`src/rtl/run_det_pkg.sv`:
```
// Shared state codes and mode constants for the run detector.
// Imported by the run_length_detector top level.
package run_det_pkg;

  typedef enum logic [2:0] {
    IDLE = 3'd0,
    RUN0 = 3'd1,
    RUN1 = 3'd2,
    HIT0 = 3'd3,
    HIT1 = 3'd4
  } state_e;

  localparam logic MODE_SUSTAIN = 1'b0;
  localparam logic MODE_PULSE   = 1'b1;

  function automatic state_e run_of(input logic b);
    return b ? RUN1 : RUN0;
  endfunction

endpackage

```
`src/rtl/run_length_detector_wrap_counter.sv`:
```
// Wrapping up-counter with synchronous clear and increment enable.
// Ports: clk, clr_i (sync clear), inc_i (increment), cnt_o (count).
module wrap_counter #(
  parameter int W = 8
) (
  input  logic         clk,
  input  logic         clr_i,
  input  logic         inc_i,
  output logic [W-1:0] cnt_o
);

  logic [W-1:0] cnt_q;
  logic [W-1:0] cnt_d;

  always_comb begin
    cnt_d = cnt_q;
    if (inc_i) cnt_d = cnt_q + W'(1);
  end

  always_ff @(posedge clk) begin
    if (clr_i) cnt_q <= '0;
    else       cnt_q <= cnt_d;
  end

  assign cnt_o = cnt_q;

endmodule

```
`src/rtl/run_length_detector.sv`:
```
// Detects RUN_LEN equal enabled samples of w; sustain or pulse flags.
// Ports: clk, aclr, en, w, mode in; z0, z1, z, run_cnt, event_cnt, state out.
module run_length_detector
  import run_det_pkg::*;
#(
  parameter int RUN_LEN = 4,
  parameter int CNT_W   = 8
) (
  input  logic                       clk,
  input  logic                       aclr,
  input  logic                       en,
  input  logic                       w,
  input  logic                       mode,
  output logic                       z0,
  output logic                       z1,
  output logic                       z,
  output logic [$clog2(RUN_LEN+1)-1:0] run_cnt,
  output logic [CNT_W-1:0]           event_cnt,
  output logic [2:0]                 state
);

  localparam int CW = $clog2(RUN_LEN + 1);
  localparam logic [CW-1:0] LEN    = CW'(RUN_LEN);
  localparam logic [CW-1:0] LEN_M1 = CW'(RUN_LEN - 1);
  localparam logic [CW-1:0] ONE    = CW'(1);

  state_e        state_q, state_d;
  logic [CW-1:0] cnt_q, cnt_d;
  logic          z0_q, z1_q;
  logic          hit_entry;
  logic          run_bit;

  assign run_bit = (state_q == RUN1) || (state_q == HIT1);

  always_comb begin
    state_d   = state_q;
    cnt_d     = cnt_q;
    hit_entry = 1'b0;
    unique case (state_q)
      IDLE: begin
        if (en) begin
          state_d = run_of(w);
          cnt_d   = ONE;
        end
      end
      RUN0, RUN1: begin
        if (en) begin
          if (w != run_bit) begin
            state_d = run_of(w);
            cnt_d   = ONE;
          end else if (cnt_q == LEN_M1) begin
            state_d   = run_bit ? HIT1 : HIT0;
            cnt_d     = LEN;
            hit_entry = 1'b1;
          end else begin
            cnt_d = cnt_q + ONE;
          end
        end
      end
      HIT0, HIT1: begin
        if (en) begin
          if (w != run_bit) begin
            state_d = run_of(w);
            cnt_d   = ONE;
          end else if (mode == MODE_PULSE) begin
            // a fresh block of the same value begins with this sample
            state_d = run_of(run_bit);
            cnt_d   = ONE;
          end
        end
      end
      default: begin
        state_d = IDLE;
        cnt_d   = '0;
      end
    endcase
  end

  always_ff @(posedge clk) begin
    if (aclr) begin
      state_q <= IDLE;
      cnt_q   <= '0;
      z0_q    <= 1'b0;
      z1_q    <= 1'b0;
    end else begin
      state_q <= state_d;
      cnt_q   <= cnt_d;
      z0_q    <= (state_d == HIT0);
      z1_q    <= (state_d == HIT1);
    end
  end

  wrap_counter #(
    .W(CNT_W)
  ) u_evt (
    .clk  (clk),
    .clr_i(aclr),
    .inc_i(hit_entry),
    .cnt_o(event_cnt)
  );

  assign z0      = z0_q;
  assign z1      = z1_q;
  assign z       = z0_q | z1_q;
  assign run_cnt = cnt_q;
  assign state   = state_q;

endmodule

```
`config.mk`:
```
export PLATFORM = sky130hd
export DESIGN_NAME = run_length_detector
export DESIGN_NICKNAME = d
export VERILOG_FILES = /design/src/rtl/run_det_pkg.sv /design/src/rtl/run_length_detector_wrap_counter.sv /design/src/rtl/run_length_detector.sv
export SDC_FILE = /design/constraint.sdc
export NUM_CORES = 1
export LEC_CHECK = 0
export ABC_AREA = 1
export ABC_CLOCK_PERIOD_IN_PS = 1600
export CELL_PAD_IN_SITES_DETAIL_PLACEMENT = 1
export CELL_PAD_IN_SITES_GLOBAL_PLACEMENT = 2
export CORE_ASPECT_RATIO = 1.5
export CORE_MARGIN = 10
export CORE_UTILIZATION = 28
export DETAILED_ROUTE_END_ITERATION = 16
export GPL_TIMING_DRIVEN = 0
export PLACE_DENSITY_LB_ADDON = 0.1
export SYNTH_ARGS = -nofsm -noshare
export SYNTH_HDL_FRONTEND = slang
export SYNTH_SLANG_ARGS = --single-unit
```
`constraint.sdc`:
```
create_clock -name clk -period 1.6 [get_ports clk]
set_input_delay 0.16 -clock clk [delete_from_list [all_inputs] [get_ports clk]]
set_output_delay 0.16 -clock clk [all_outputs]
set_load 0.05 [all_outputs]
```
# Yosys cells after proc, flatten, opt, wreduce, memory -nomap -nowiden
# Index checks and enable logic that the tools add are counted.
[word_totals]
reg_bits = 16
inputBits = 5
out_inout_bits = 17
[op_classes]
addsub = 2
eq_ne = 12
muxes = 23
bitwise_logic = 1
n_reduce_logical = 5
[ops]
columns = ["op", "n"]
rows = [
  ["two-way mux 3 bit", 15],
  ["one-hot mux 3 bit (3 select lines)", 2],
  ["== test 3 x 2 -> 1 bit, second input constant", 4],
  ["adder 8 x 1 -> 8 bit, second input constant", 1],
  ["== test 3 bit, second input constant", 2],
  ["!= test 2 bit, second input constant", 3],
  ["two-way mux 1 bit", 4],
  ["two-way mux 2 bit", 2],
  ["AND reduction 4 bit", 1],
  ["OR reduction 2 bit", 2],
  ["adder 3 x 1 -> 3 bit, second input constant", 1],
  ["== test 3 x 1 -> 1 bit, second input constant", 1],
  ["logical NOT 3 bit", 1],
  ["!= test 3 bit, second input constant", 1],
  ["logical OR 1 bit", 1],
  ["!= test 1 bit", 1],
  ["bitwise OR 1 bit", 1],
]

# Longest topological paths before layout
# Gate-level depths: netlist of run 1.
[logic_depth]
ltp_word = 8
ltp_mapped = 11
ltp_nobuf = 10

# By module
# Synthesis of run 1 repeated with hierarchy kept, for this count alone.
[hier_totals]
hier_cells = 135
area_unflattened_um2 = 900.9
[modules_own_cells]
columns = ["module", "instances", "cells_per_inst", "area_each_um2", "seq_area_each_um2"]
rows = [
  ["run_length_detector", 1, 87, 539.3, 160.2],
  ["wrap_counter", 1, 48, 361.6, 160.2],
]

# Least setup slack after synthesis of run 1
# Ideal clock, no wire load.
[synth_timing]
kind = "reg-to-reg"
from = "reg cnt_q[0] (netlist: run_cnt[0])"
to = "reg state_q[2] (netlist: state[2])"
setup_ns = 0.056
arrival_time_ns = 1.712
path_slack_ns = -0.168
stages_incl_launch_ff = 10
path_buffers = 1
period_less_slack_ns = 1.768
cell_sequence = "dfxtp_1 -> ha_1 -> ha_1 -> bufbuf_8 -> nand3_1 -> o21ai_0 -> nand3_2 -> nand3_2 -> nand2_2 -> inv_1"
[synth_between]
elab_chain_len = 5
[synth_rtl]
columns = ["item", "line_no", "source"]
rows = [
  ["start: declaration", "run_length_detector.sv:28", "logic [CW-1:0] cnt_q, cnt_d;"],
  ["start signal: assignment", "run_length_detector.sv:87", "cnt_q <= cnt_d;"],
  ["== test 3 x 2 -> 1 bit", "run_length_detector.sv:51", "end else if (cnt_q == LEN_M1) begin"],
  ["two-way mux 3 bit", "run_length_detector.sv:51", ""],
  ["two-way mux 3 bit", "run_length_detector.sv:48", "if (w != run_bit) begin"],
  ["two-way mux 3 bit", "run_length_detector.sv:47", "if (en) begin"],
  ["one-hot mux 3 bit (3 select lines)", "run_length_detector.sv:39", "unique case (state_q)"],
  ["end signal: assignment", "run_length_detector.sv:86", "state_q <= state_d;"],
  ["end: declaration", "run_length_detector.sv:27", "state_e state_q, state_d;"],
]
# Every way passes these cells.
# A chain may end at the register's enable or synchronous reset.

# Worst setup path in the final report of run 1
[layout_timing]
from = "reg cnt_q[2] (netlist: run_cnt[2])"
to = "out run_cnt[2]"
[layout_lines]
columns = ["item", "line_no", "source"]
rows = [
  ["end: declaration", "run_length_detector.sv:17", "output logic [$clog2(RUN_LEN+1)-1:0] run_cnt,"],
]
# No word-level cell between the ends.

==> metrics, run 1 <==
status=finished, final reports clean; largest net degree at the start of global routing=11; crit-path max FO=2; Die ar.=slightly below 0.007 mm^2; Layout fillers=just under 500; CP Launch Type=register; Final Cycle Share=a little over nine tenths; total gr overflow=0; Worst VDD drop=about 0.28 mV; CTS buffer count=3; drt pass-1 iters=4; Synth Register Bits=16; CP Capture Type=output pin; endpoints failing setup=0; Min Clock Period, post-route=around 1.5 ns; initial antenna violation count=0; Final WS setup=around 0.065 ns; WL final=around 3100 um; synthesized net count=156; global-route track usage on met3=~2.7%; Iteration-0 DRC Markers=25; Rel. slew slack=between 60% and 70%; Synthesis Warnings=0; Worst-Margin Slew=roughly 0.51 ns; critical path's top delay family=buffers and inverters; Peak Freq=0.651 GHz; Max Transition Viols Final=0; syn_area_per_cell=7.30 um^2; Hold WS=0.499 ns; M2 GR Usage=19.1%; drt wl/cell=~15 um; Critical Path AT=between 1 and 1.5 ns; Leak Pwr=approximately 0.7 nW; CP max stage cell=clkdlybuf4s50_1; pre-CTS setup slack=-0.115 ns; detailed placement HPWL=between 2000 and 3000 um; share of cells above drive strength 1=around 20%; Post-DRT Antenna Nets=0; drc violations=0; first-pass GRT wire length=approximately 5400 um; Vias=1,068; CP required=about 1.4 ns; gr usage total=approximately a tenth; max_cap viols=0; # diodes=0; clock sink count=16; routability congestion estimate=0.792; clock root buffer=clkbuf_8; # nets final=between 150 and 200; Post-Syn Instances=between 100 and 150; worst hold path type=register to register; Worst-Skew Late Latency=roughly 0.25 ns; Max stage delay on crit path=about 0.80 ns; area delta synth->final=28.2%; I/O Pins=22; via/cell ratio=~5.0; core area=0.00372 mm^2; Die H=about 96 um; final hold vios=0; post-synth cell types=29; crit path cell chain=clkdlybuf4s50_1; Clk pin slew, worst setup/hold paths=~0.070 ns; GRT busiest layer=met2; Max Root-Sink Buffers=2; final core occ=37.3%; post-synthesis sequential area ratio=between 20% and 30%; pwr/cell area=668 mW/mm^2; unrepaired setup endpoints after global routing=true; Setup Skew=roughly 0.0097 ns; H-tree Lvls=1; die width=between 70 and 80 um; vias in the first global route=roughly 1,200; WP buf/inv=1; cts hold-fix bufs=0; Initial Utilization=roughly 29%; M1 GR Usage=9.31%; CTS tree=done; FP Rows=27; Crit Path Category=register to output pin; Syn Std Cell Area=0.00108 mm^2; buffers added on ports=21
path summary, 6_finish.rpt:
path,start,endpoint,slack (ns),depth (start not counted)
setup / recovery,run_cnt[2],run_cnt[2],0.06,1
hold reg to reg,u_evt.cnt_o[3],u_evt.cnt_o[3],0.50,2
hold / removal,u_evt.cnt_o[3],u_evt.cnt_o[3],0.50,2
setup reg to reg,run_cnt[0],state[2],0.10,9
registers in the layout, summed over array words and instances, names as in the netlist:
name	flops
z0	1
run_cnt	3
state	3
u_evt.cnt_o	8
z1	1
layer usage:
metal  routed length (um)  vias to the layer above
li1                     -                      536
met4                   29                        0
met5                    0                        -
met3                  153                        2
met1                 1200                      514
met2                 1760                       16
stage by stage:
stage | power [W] | setup TNS [ns] | cell area, um^2 | std cells
after detailed placement | 0.000637 | -0.554 | 1350 | 212
after global placement | 0.000634 | -0.337 | 1350 | 212
after floorplan | 0.000573 | 0 | 1090 | 148
after CTS | 0.000945 | 0 | 1380 | 215
final | 0.000926 | 0 | 1390 | 215
after global routing | 0.000976 | -0.0128 | 1390 | 215
Yosys cell counts (all sizes together):
cell type | number | share of area [%]
nand2 | 39 | 16
inv | 23 | 8.0
dfxtp | 16 | 30
nand3 | 15 | 12
nor2 | 13 | 6.3
nand4 | 9 | 5.2
a21oi | 8 | 3.7
o21ai | 7 | 3.2
ha | 3 | 3.5
nor3 | 3 | 1.4
xor2 | 2 | 1.6
a211oi | 1 | 0.69
buf | 1 | 1.9
bufbuf | 1 | 1.7
clkbuf | 1 | 0.35
nand3b | 1 | 0.69
o211a | 1 | 0.93
o211ai | 1 | 0.69
o21bai | 1 | 1.0
o22ai | 1 | 0.58
or2 | 1 | 0.58
worst register-to-register path, cell delays in order, from the launching register on:
cell and delay [ns]:
dfxtp_2 0.35, ha_1 0.16, ha_2 0.20, bufbuf_8 0.29
nand3_1 0.08, o21ai_1 0.11, nand3_2 0.09, nand3_2 0.07
nand2_2 0.06, inv_1 0.05
logic make-up after synthesis:
logic type / share of synthesized area, %
AO/OA/AOI/OAI: 10.9
AND/OR/NAND/NOR: 42.5
adder cells (fa/ha/maj): 3.47
buffers and inverters: 11.9
XOR/XNOR: 1.62
flip-flops: 29.6
layout make-up:
class                   count  area [um^2]  share of cell area [%]
plain buffers               3         42.5                    3.07
repair buffers             21          200                    14.4
clock buffers               3         41.3                    2.98
flip-flops and latches     16          328                    23.6
inverters                  23         86.3                    6.23
multi-input cells         106          634                    45.8
well taps                  43         53.8                    3.88
timing repair:
action	CTS	global route
setup endpoints to repair	14	7
buffers inserted	0	0
gates resized for setup	13	3
gates cloned	0	0
where the power goes:
part	leakage [nW]	switching [W]	internal, W
clock	0.0216	0.000139	0.000167
combinational	0.555	0.000130	0.0000695
sequential	0.132	0.0000109	0.000410
cells in the final DEF, fill, tap and decap left out, drive strengths merged:
cell and instances:
o211a 1, o21bai 1, o211ai 1, nand3 15
nand3b 1, dlygate4sd2 12, xor2 2, dlymetal6s2s 2
nor2 13, clkbuf 4, a21oi 8, o22ai 1
inv 23, or2 1, bufbuf 1, ha 3
dfxtp 16, nand4 9, nor3 3, a211oi 1
o21ai 7, buf 1, nand2 39, clkdlybuf4s50 7
(Power assumes the default switching activity.)
==> run 2, diff against run 1 <==
Settings changed: CTS_CLUSTER_SIZE from default to 25.
==> results of run 2 <==
Same layout as run 1: the final DEF is identical, and so are final timing and power.
==> run 3, diff against run 2 <==
Settings changed: ABC_CLOCK_PERIOD_IN_PS 1600 to 1900, CAP_MARGIN from default to 25, CORE_UTILIZATION 28 to 30, CTS_CLUSTER_SIZE 25 to 40.
Clock period 1.6 ns to 1.9 ns, I/O delays scaled along.
==> metrics, run 3 (synthesized netlist as in run 1, its figures left out) <==
status=finished, final reports clean; area delta synth->final=29.6%; Crit Path Category=register to output pin; # Post-CTS Setup Buffers=0; final hold vios=0; clock root buffer=clkbuf_8; largest net degree at the start of global routing=11; final setup TNS=0 ns; Worst-Skew Late Latency=0.25 ns; drt pass-1 iters=4; die width=69.0 um; Layout fillers=roughly 460; vias in the first global route=around 1,200; WL final=~3200 um; CTS tree=done; Clk pin slew, worst setup/hold paths=approximately 0.07 ns; Max stage delay on crit path=0.86 ns; critical path's top delay family=buffers and inverters; Initial Utilization=roughly a third; I/O Pins=22; final core occ=between 40 and 50%; Die H=93.5 um; Post-DRT Antenna Nets=0; core area=approximately 0.0034 mm^2; crit path cell chain=clkdlybuf4s50_1; Max Transition Viols Final=0; CP Launch Type=register; detailed placement HPWL=about 2600 um; Peak Freq=approximately 0.56 GHz; # diodes=0; clock sink count=16; max_cap viols=0; Vias=1,077; buffers added on ports=21; CP max stage cell=clkdlybuf4s50_1; initial antenna violation count=0; Setup Skew=0.00368 ns; Leak Pwr=between 0.6 and 0.7 nW; WP buf/inv=1; first-pass GRT wire length=about 5600 um; register area=around 320 um^2; area of the multi-input gates=632 um^2; unrepaired setup endpoints after global routing=false; Hold WS=about 0.50 ns; CP required=between 1.5 and 2 ns; Max Root-Sink Buffers=2; Final WS setup=0.126 ns; drt wl/cell=15.0 um; Final Power=between 0.0008 and 0.0009 W; worst hold path type=register to register; routability congestion estimate=~0.73; cts hold-fix bufs=0; gr usage total=10.3%; max FFs per register=8; Critical Path AT=1.58 ns; total gr overflow=0; most frequent cells in the layout=nand2_1 (33), clkdlybuf4s50_1 (20), inv_1 (19), dfxtp_1 (16), nor2_1 (11); commonest non-fill, non-tap cell in the layout=nand2_1; pwr/cell area=roughly 600 mW/mm^2; crit-path max FO=7; Rel. slew slack=65.8%; CP Capture Type=output pin; Min Clock Period, post-route=~1.8 ns; Worst VDD drop=approximately 0.34 mV; drc violations=0; Die ar.=~0.0065 mm^2; via/cell ratio=5.01; Iteration-0 DRC Markers=57; # nets final=182; pre-CTS setup slack=~0.16 ns; CTS buffer count=3; endpoints failing setup=0; Final Cycle Share=between 90% and 100%; Worst-Margin Slew=between 0.5 and 0.6 ns; share of cells above drive strength 1=between 15 and 20%; FP Rows=26; H-tree Lvls=1
run 3: changes by cell type in the layout (fill, tap and decap cells not counted), sizes merged:
cell	change
dlymetal6s2s	-1
clkbuf	+1
clkdlybuf4s50	+13
dlygate4sd2	-12
run 3: worst register-to-register path, stage by stage, from the launching register on:
cell,delay [ns]
dfxtp_1,0.34
ha_1,0.21
ha_1,0.22
bufbuf_8,0.28
nand3_1,0.07
o21ai_0,0.09
nand3_2,0.08
nand3_2,0.06
nand2_2,0.06
inv_1,0.04
run 3: layer usage:
layer	track usage, %	share of wire [%]
met1	9.40	38
met2	20.3	57
met3	2.22	3.4
met4	5.56	2.5
met5	0	0
run 3: power breakdown:
part	internal [W]	leakage, nW	switching, W
Combinational	0.0000613	0.491	0.000110
Sequential	0.000344	0.130	0.00000992
Clock	0.000184	0.0288	0.000124
Total	0.000589	0.650	0.000244
run 3: repair_timing:
action                                  4_1_cts  5_1_grt
gates resized for setup                       0        1
hold endpoints to repair                      0        0
endpoints found under the setup margin        0        1
run 3: area by class of cell:
cell class | instances | share of cell area [%]
inverter | 23 | 6.16
tap | 42 | 3.75
clock buffer | 4 | 3.93
multi-input combinational | 106 | 45.1
sequential | 16 | 22.9
buffer | 3 | 3.04
timing repair buffer | 21 | 15.2
run 3: final timing paths:
check,from,to,slack (ns),cells past startpoint
min reg2reg,u_evt.cnt_o[3],u_evt.cnt_o[3],0.50,2
max reg2reg,run_cnt[0],state[2],0.35,9
min,u_evt.cnt_o[3],u_evt.cnt_o[3],0.50,2
max,state[1],state[1],0.13,1
run 3: stage by stage:
step,cells,area (um^2)
6_report,215,1400
5_1_grt,215,1400
4_1_cts,215,1400
3_5_place_dp,211,1340
3_3_place_gp,211,1340
2_1_floorplan,148,1080
